$ cat src/rtl/instr_encoder.sv
// ----------------------------------------------------------------------------
// instr_encoder
//
// Streams instruction descriptors into a 32-bit MIPS-style instruction memory.
// A program starts at word 0. Each legal descriptor that is accepted becomes
// one write strobe in the following cycle. Illegal opcodes are consumed
// silently: they raise err for one cycle and do not advance the pointer.
// After the last word (2^ADDR_W-1) has been written the block parks in FULL.
// It stays there until stop or a new start arrives.
//
// Ports
//   clk, rst_n          clock, asynchronous active-low reset
//   start, stop         begin a program at word 0 / end the current program
//   in_valid, in_ready  descriptor handshake (in_ready is combinational)
//   op, rs, rt, rd      opcode selector and register fields
//   imm                 16-bit immediate for addi/lw/sw
//   target              absolute word address of a beq destination
//   mem_we              one-cycle write strobe
//   mem_addr            write word address
//   mem_wdata           encoded instruction word
//   count               words written since the last start (ADDR_W+1 bits)
//   busy, full          busy in RUN/FULL, full only in FULL
//   done                one-cycle pulse when a program is ended by stop
//   err                 one-cycle pulse when an illegal opcode was consumed
// ----------------------------------------------------------------------------
module instr_encoder #(
    parameter int ADDR_W = 8
) (
    input  logic              clk,
    input  logic              rst_n,
    input  logic              start,
    input  logic              stop,
    input  logic              in_valid,
    output logic              in_ready,
    input  logic [3:0]        op,
    input  logic [4:0]        rs,
    input  logic [4:0]        rt,
    input  logic [4:0]        rd,
    input  logic [15:0]       imm,
    input  logic [ADDR_W-1:0] target,
    output logic              mem_we,
    output logic [ADDR_W-1:0] mem_addr,
    output logic [31:0]       mem_wdata,
    output logic [ADDR_W:0]   count,
    output logic              busy,
    output logic              full,
    output logic              done,
    output logic              err
);

    typedef enum logic [1:0] {
        IDLE = 2'd0,
        RUN  = 2'd1,
        FULL = 2'd2
    } state_t;

    // Incoming descriptor, bundled so the encoder sees one object.
    typedef struct packed {
        logic [3:0]        op;
        logic [4:0]        rs;
        logic [4:0]        rt;
        logic [4:0]        rd;
        logic [15:0]       imm;
        logic [ADDR_W-1:0] target;
    } desc_t;

    state_t            state, state_nxt;
    desc_t             desc;
    logic [ADDR_W-1:0] ptr;
    logic              xfer, legal, wr, bad, last;
    logic [ADDR_W-1:0] off;
    logic [15:0]       off16;
    logic [31:0]       enc;

    assign desc  = '{op: op, rs: rs, rt: rt, rd: rd, imm: imm, target: target};

    assign xfer  = in_valid & in_ready;
    assign legal = (desc.op <= 4'd8);
    assign wr    = xfer & legal;
    assign bad   = xfer & ~legal;
    assign last  = (ptr == {ADDR_W{1'b1}});

    // ------------------------------------------------------------------
    // FSM: state register
    // ------------------------------------------------------------------
    always_ff @(posedge clk or negedge rst_n) begin
        if (!rst_n) state <= IDLE;
        else        state <= state_nxt;
    end

    // ------------------------------------------------------------------
    // FSM: next state. start beats stop, and both beat the write that
    // would fill the memory. The fill write cannot coincide with start or
    // stop anyway, because in_ready is low in that case.
    // ------------------------------------------------------------------
    always_comb begin
        state_nxt = state;
        if (start)
            state_nxt = RUN;
        else if (stop)
            state_nxt = IDLE;
        else if (state == RUN && wr && last)
            state_nxt = FULL;
    end

    // ------------------------------------------------------------------
    // FSM: state-decoded outputs
    // ------------------------------------------------------------------
    always_comb begin
        in_ready = 1'b0;
        busy     = 1'b0;
        full     = 1'b0;
        case (state)
            RUN: begin
                busy     = 1'b1;
                in_ready = ~start & ~stop;
            end
            FULL: begin
                busy = 1'b1;
                full = 1'b1;
            end
            default: ;
        endcase
    end

    // ------------------------------------------------------------------
    // Instruction encoding.
    // The beq offset is relative to the word after the branch. It is
    // computed in ADDR_W-bit arithmetic so that it wraps modulo the memory
    // size. It is then sign-extended so that it reads as a two's-complement
    // word offset.
    // ------------------------------------------------------------------
    assign off   = desc.target - (ptr + ADDR_W'(1));
    assign off16 = 16'(signed'(off));

    always_comb begin
        enc = 32'h0;
        case (desc.op)
            4'd0:    enc = {6'h00, desc.rs, desc.rt, desc.rd, 5'h00, 6'h20};
            4'd1:    enc = {6'h00, desc.rs, desc.rt, desc.rd, 5'h00, 6'h22};
            4'd2:    enc = {6'h00, desc.rs, desc.rt, desc.rd, 5'h00, 6'h24};
            4'd3:    enc = {6'h00, desc.rs, desc.rt, desc.rd, 5'h00, 6'h25};
            4'd4:    enc = {6'h00, desc.rs, desc.rt, desc.rd, 5'h00, 6'h2A};
            4'd5:    enc = {6'h08, desc.rs, desc.rt, desc.imm};
            4'd6:    enc = {6'h23, desc.rs, desc.rt, desc.imm};
            4'd7:    enc = {6'h2B, desc.rs, desc.rt, desc.imm};
            4'd8:    enc = {6'h04, desc.rs, desc.rt, off16};
            default: enc = 32'h0;
        endcase
    end

    // ------------------------------------------------------------------
    // Datapath: pointer, count and the registered memory-write port.
    // mem_addr and mem_wdata hold the last write and are only
    // meaningful while mem_we is high.
    // ------------------------------------------------------------------
    always_ff @(posedge clk or negedge rst_n) begin
        if (!rst_n) begin
            ptr       <= '0;
            count     <= '0;
            mem_we    <= 1'b0;
            mem_addr  <= '0;
            mem_wdata <= '0;
            done      <= 1'b0;
            err       <= 1'b0;
        end else begin
            mem_we <= wr;
            err    <= bad;
            done   <= stop & ~start & (state != IDLE);
            if (start) begin
                ptr   <= '0;
                count <= '0;
            end else if (wr) begin
                // The pointer wraps to 0 on the last word. FULL then blocks
                // any further write, so word 0 is never overwritten.
                ptr       <= ptr + ADDR_W'(1);
                count     <= count + (ADDR_W + 1)'(1);
                mem_addr  <= ptr;
                mem_wdata <= enc;
            end
        end
    end

endmodule
$ cat config.mk
export PLATFORM = sky130hd
export DESIGN_NAME = instr_encoder
export DESIGN_NICKNAME = d
export VERILOG_FILES = /design/src/rtl/instr_encoder.sv
export SDC_FILE = /design/constraint.sdc
export NUM_CORES = 1
export LEC_CHECK = 0
export BUFFER_PORTS_ARGS = -buffer_cell sky130_fd_sc_hd__buf_2
export CORE_ASPECT_RATIO = 0.9
export CORE_MARGIN = 5
export CORE_UTILIZATION = 42
export CTS_BUF_LIST = sky130_fd_sc_hd__clkbuf_2
export DETAILED_ROUTE_END_ITERATION = 16
export PLACE_DENSITY = 0.74
export SLEW_MARGIN = 0
export SYNTH_ARGS = -nofsm -noshare
export SYNTH_HDL_FRONTEND = slang
export SYNTH_SLANG_ARGS = --single-unit
$ cat constraint.sdc
create_clock -name clk -period 2.3 [get_ports clk]
set_input_delay 0.23 -clock clk [delete_from_list [all_inputs] [get_ports clk]]
set_output_delay 0.23 -clock clk [all_outputs]
set_load 0.01 [all_outputs]
==> impl_metrics.env <==
export IMPL_avgSynthCellArea_um2=9.29
export IMPL_drc_errors=0
export IMPL_cp_arrival_ns=2.73
export IMPL_num_io_pins=103
export IMPL_areaGrowthSynthToFinish_pct=35.8
export IMPL_clock_latency_ns=0.48
export IMPL_vias_per_cell=5.04
export IMPL_seqPwrFrac=0.538
export IMPL_ant_nets=0
export IMPL_antenna_cells=0
export IMPL_cp_end_kind="register"
export IMPL_slowest_stage="dfrtp_1"
export IMPL_io_buffer_count=101
export IMPL_core_area_mm2=0.00708
export IMPL_fin_area_mm2=0.00415
export IMPL_syn_inst=329
export IMPL_path_cells="and3_4, nand3_1, xor2_2, ha_1, a21o_1, a221oi_2, xnor2_1, nand3_2, o211ai_1"
export IMPL_fin_skew_ns=0.0393
export IMPL_crit_type="reg -> reg"
export IMPL_violations="setup timing"
export IMPL_die_y_um=90.9
export IMPL_rsz0062_at_grt="true"
export IMPL_cts_sinks=59
export IMPL_grt_overflow_total=0
export IMPL_synth_flop_cell="dfrtp_1"
export IMPL_synth_yosys_warnings=0
export IMPL_syn_area_mm2=0.00306
export IMPL_grt_max_degree=33
export IMPL_post_route_period_util=1.01
export IMPL_drtIter0Drc=97
export IMPL_wl_per_cell_um=14.7
export IMPL_pwr_share_clk=0.225
export IMPL_clk_path_buf_depth=2
export IMPL_slew_headroom=0.519
export IMPL_grt_pass1_wl_um=13300
export IMPL_comb_power_share=0.237
export IMPL_cp_max_fo=5
export IMPL_wirelength_um=8270
export IMPL_numCtsBuffers=9
export IMPL_power_switching_w=0.000723
export IMPL_final_core_util=0.587
export IMPL_antenna_found_initial=0
export IMPL_min_period_ns=2.33
export IMPL_clk_pin_slew_ns=0.18
export IMPL_die_w_um=99.9
export IMPL_drv_slew=0
export IMPL_leakagePower_nw=2.16
export IMPL_cts_htree_levels=3
export IMPL_final_common_cell="buf_2"
export IMPL_p_per_area_mw_per_mm2=540
export IMPL_syn_num_nets=390
export IMPL_hpwl_um=6070
export IMPL_initial_core_util=0.432
export IMPL_setup_ws_ns=-0.0290
export IMPL_finalHoldViolCount=0
export IMPL_setup_viol=9
export IMPL_cp_start_kind="register"
export IMPL_root_buffer="clkbuf_2"
export IMPL_synth_edf_count=0
export IMPL_cpPeakStageDelay_ns=0.44
export IMPL_first_pass_iters=4
export IMPL_ys_seq_elements=59
export IMPL_place_gp_congestion=0.781
export IMPL_layout_common_cells="101 x buf_2, 86 x nand2_1, 59 x dfrtp_1"
export IMPL_rows=29
export IMPL_die_area_mm2=0.00909
export IMPL_fmax_mhz=429
export IMPL_cts_tree="yes"
export IMPL_drive_gt1_frac=0.345
export IMPL_synthArstFlopShare=1.00
export IMPL_nNetsFinal=527
export IMPL_max_cap_violations=0
export IMPL_irDropWorstVdd_mv=0.252
export IMPL_synth_cell_types=48
export IMPL_hp_class="in -> reg"
export IMPL_outcome="finished, violations left"
export IMPL_p_int_w=0.00152
export IMPL_yosysSeqAreaShare=0.483
export IMPL_vias=2836
export IMPL_grt_usage=0.181
export IMPL_worstPathRequired_ns=2.70
export IMPL_swShare=0.322
export IMPL_max_slew_worst_pin_slew_ns=0.721
export IMPL_dpl_cell_area_mm2=0.00376
export IMPL_grt_pass1_vias=2775
## worst paths after layout
check | endpoint | depth (start not counted) | slack, ns | startpoint
worst max-delay path | mem_wdata[11]$_DFFE_PN0P_ | 9 | -0.03 | ptr[2]$_DFFE_PN0P_
worst min-delay path | count[8]$_DFFE_PN0P_ | 2 | 0.03 | start
worst max register to register | mem_wdata[11]$_DFFE_PN0P_ | 9 | -0.03 | ptr[2]$_DFFE_PN0P_
worst min register to register | mem_addr[5]$_DFFE_PN0P_ | 2 | 0.49 | mem_addr[5]$_DFFE_PN0P_
max in group asynchronous | ptr[7]$_DFFE_PN0P_ | 3 | 1.22 | rst_n
min in group asynchronous | count[8]$_DFFE_PN0P_ | 2 | 0.30 | rst_n
## state kept, by name, summed over array words and instances, names as in the netlist
| name | flops |
|---|---|
| count | 9 |
| done | 1 |
| err | 1 |
| mem_addr | 8 |
| mem_wdata | 29 |
| mem_we | 1 |
| ptr | 8 |
| state | 2 |
## area by class of cell
| type | instances | area (um2) |
|---|---|---|
| fill | 653 | 2920 |
| sequential | 59 | 1480 |
| tap | 93 | 116 |
| clock buffer | 10 | 50.0 |
| clock inverter | 5 | 21.3 |
| inverter | 8 | 31.3 |
| timing repair buffer | 142 | 867 |
| multi-input combinational | 246 | 1590 |
## power by group through the flow
stage          Sequential [W]  Combinational, W  Clock (W)
6_report              0.00121          0.000532   0.000505
5_1_grt               0.00122          0.000592   0.000577
4_1_cts               0.00121          0.000526   0.000517
3_5_place_dp          0.00122          0.000502          0
3_3_place_gp          0.00122          0.000488          0
2_1_floorplan         0.00127          0.000211          0
## cells by family (layout without fill, tap and decap cells)
logic type                 after synthesis  in the layout  synth area share
buffers and inverters                   25            165            0.0372
other                                    1              1           0.00123
adders and majority gates               13             13            0.0557
AOI/OAI and AO/OA                       63             63             0.133
xor gates and xnor gates                13             13            0.0372
DFF                                     59             59             0.483
and+or+nand+nor                        148            149             0.230
muxes                                    7              7            0.0233
## synth_stat cells (2+ instances only)
cell type,number,area share
nand2_1,86,0.11
dfrtp_1,59,0.48
o21ai_0,27,0.044
nor2_1,16,0.020
ha_1,12,0.049
nand3_1,11,0.018
clkbuf_1,8,0.0098
a21oi_1,7,0.011
inv_1,7,0.0086
nor3_1,7,0.011
xnor2_1,7,0.020
and3_1,6,0.012
buf_2,6,0.0098
mux2i_1,6,0.020
nor2b_1,6,0.012
xor2_1,6,0.017
o211ai_1,5,0.012
a22oi_1,4,0.0098
o21a_1,4,0.0098
o31ai_1,4,0.0098
buf_4,3,0.0074
a21o_1,2,0.0049
a32oi_1,2,0.0057
nand2b_1,2,0.0041
nor3b_1,2,0.0049
or3_1,2,0.0041
## what timing repair did
action	in CTS	in global routing
buffers inserted	0	3
resized for setup	8	14
setup endpoints to repair	11	12
pin swaps	11	17
hold buffers	16	1
hold endpoints to repair	46	1
cloned	1	0
## worst max-delay path: cells and delay by family (launching register included)
family                   cells  cell delay (ns)
AO/OA/AOI/OAI                3             0.62
XOR/XNOR                     2             0.37
adder cells (fa/ha/maj)      1             0.32
flip-flops                   1             0.44
AND/OR/NAND/NOR              3             0.51
## per-layer routing
layer | wire length, um | share of wire | track usage
met3 | 442 | 0.053 | 0.0383
met5 | 0 | 0 | 0
met1 | 3580 | 0.43 | 0.228
met4 | 116 | 0.014 | 0.0626
met2 | 4130 | 0.50 | 0.309
## through the flow
| step | setup WS (ns) | cells | total power, W | hold WS (ns) | setup TNS, ns |
|---|---|---|---|---|---|
| global placement | -0.0136 | 527 | 0.00171 | 0.314 | -0.0141 |
| global route | -0.136 | 563 | 0.00239 | 0.0175 | -1.29 |
| CTS | -0.0885 | 559 | 0.00225 | 0.00988 | -0.319 |
| detailed placement | -0.0694 | 527 | 0.00173 | 0.335 | -0.285 |
| finish | -0.0290 | 563 | 0.00224 | 0.0341 | -0.153 |
| floorplan | 0.0254 | 329 | 0.00148 | -0.0656 | 0 |
No activity file was read; power rests on OpenSTA's default activity.
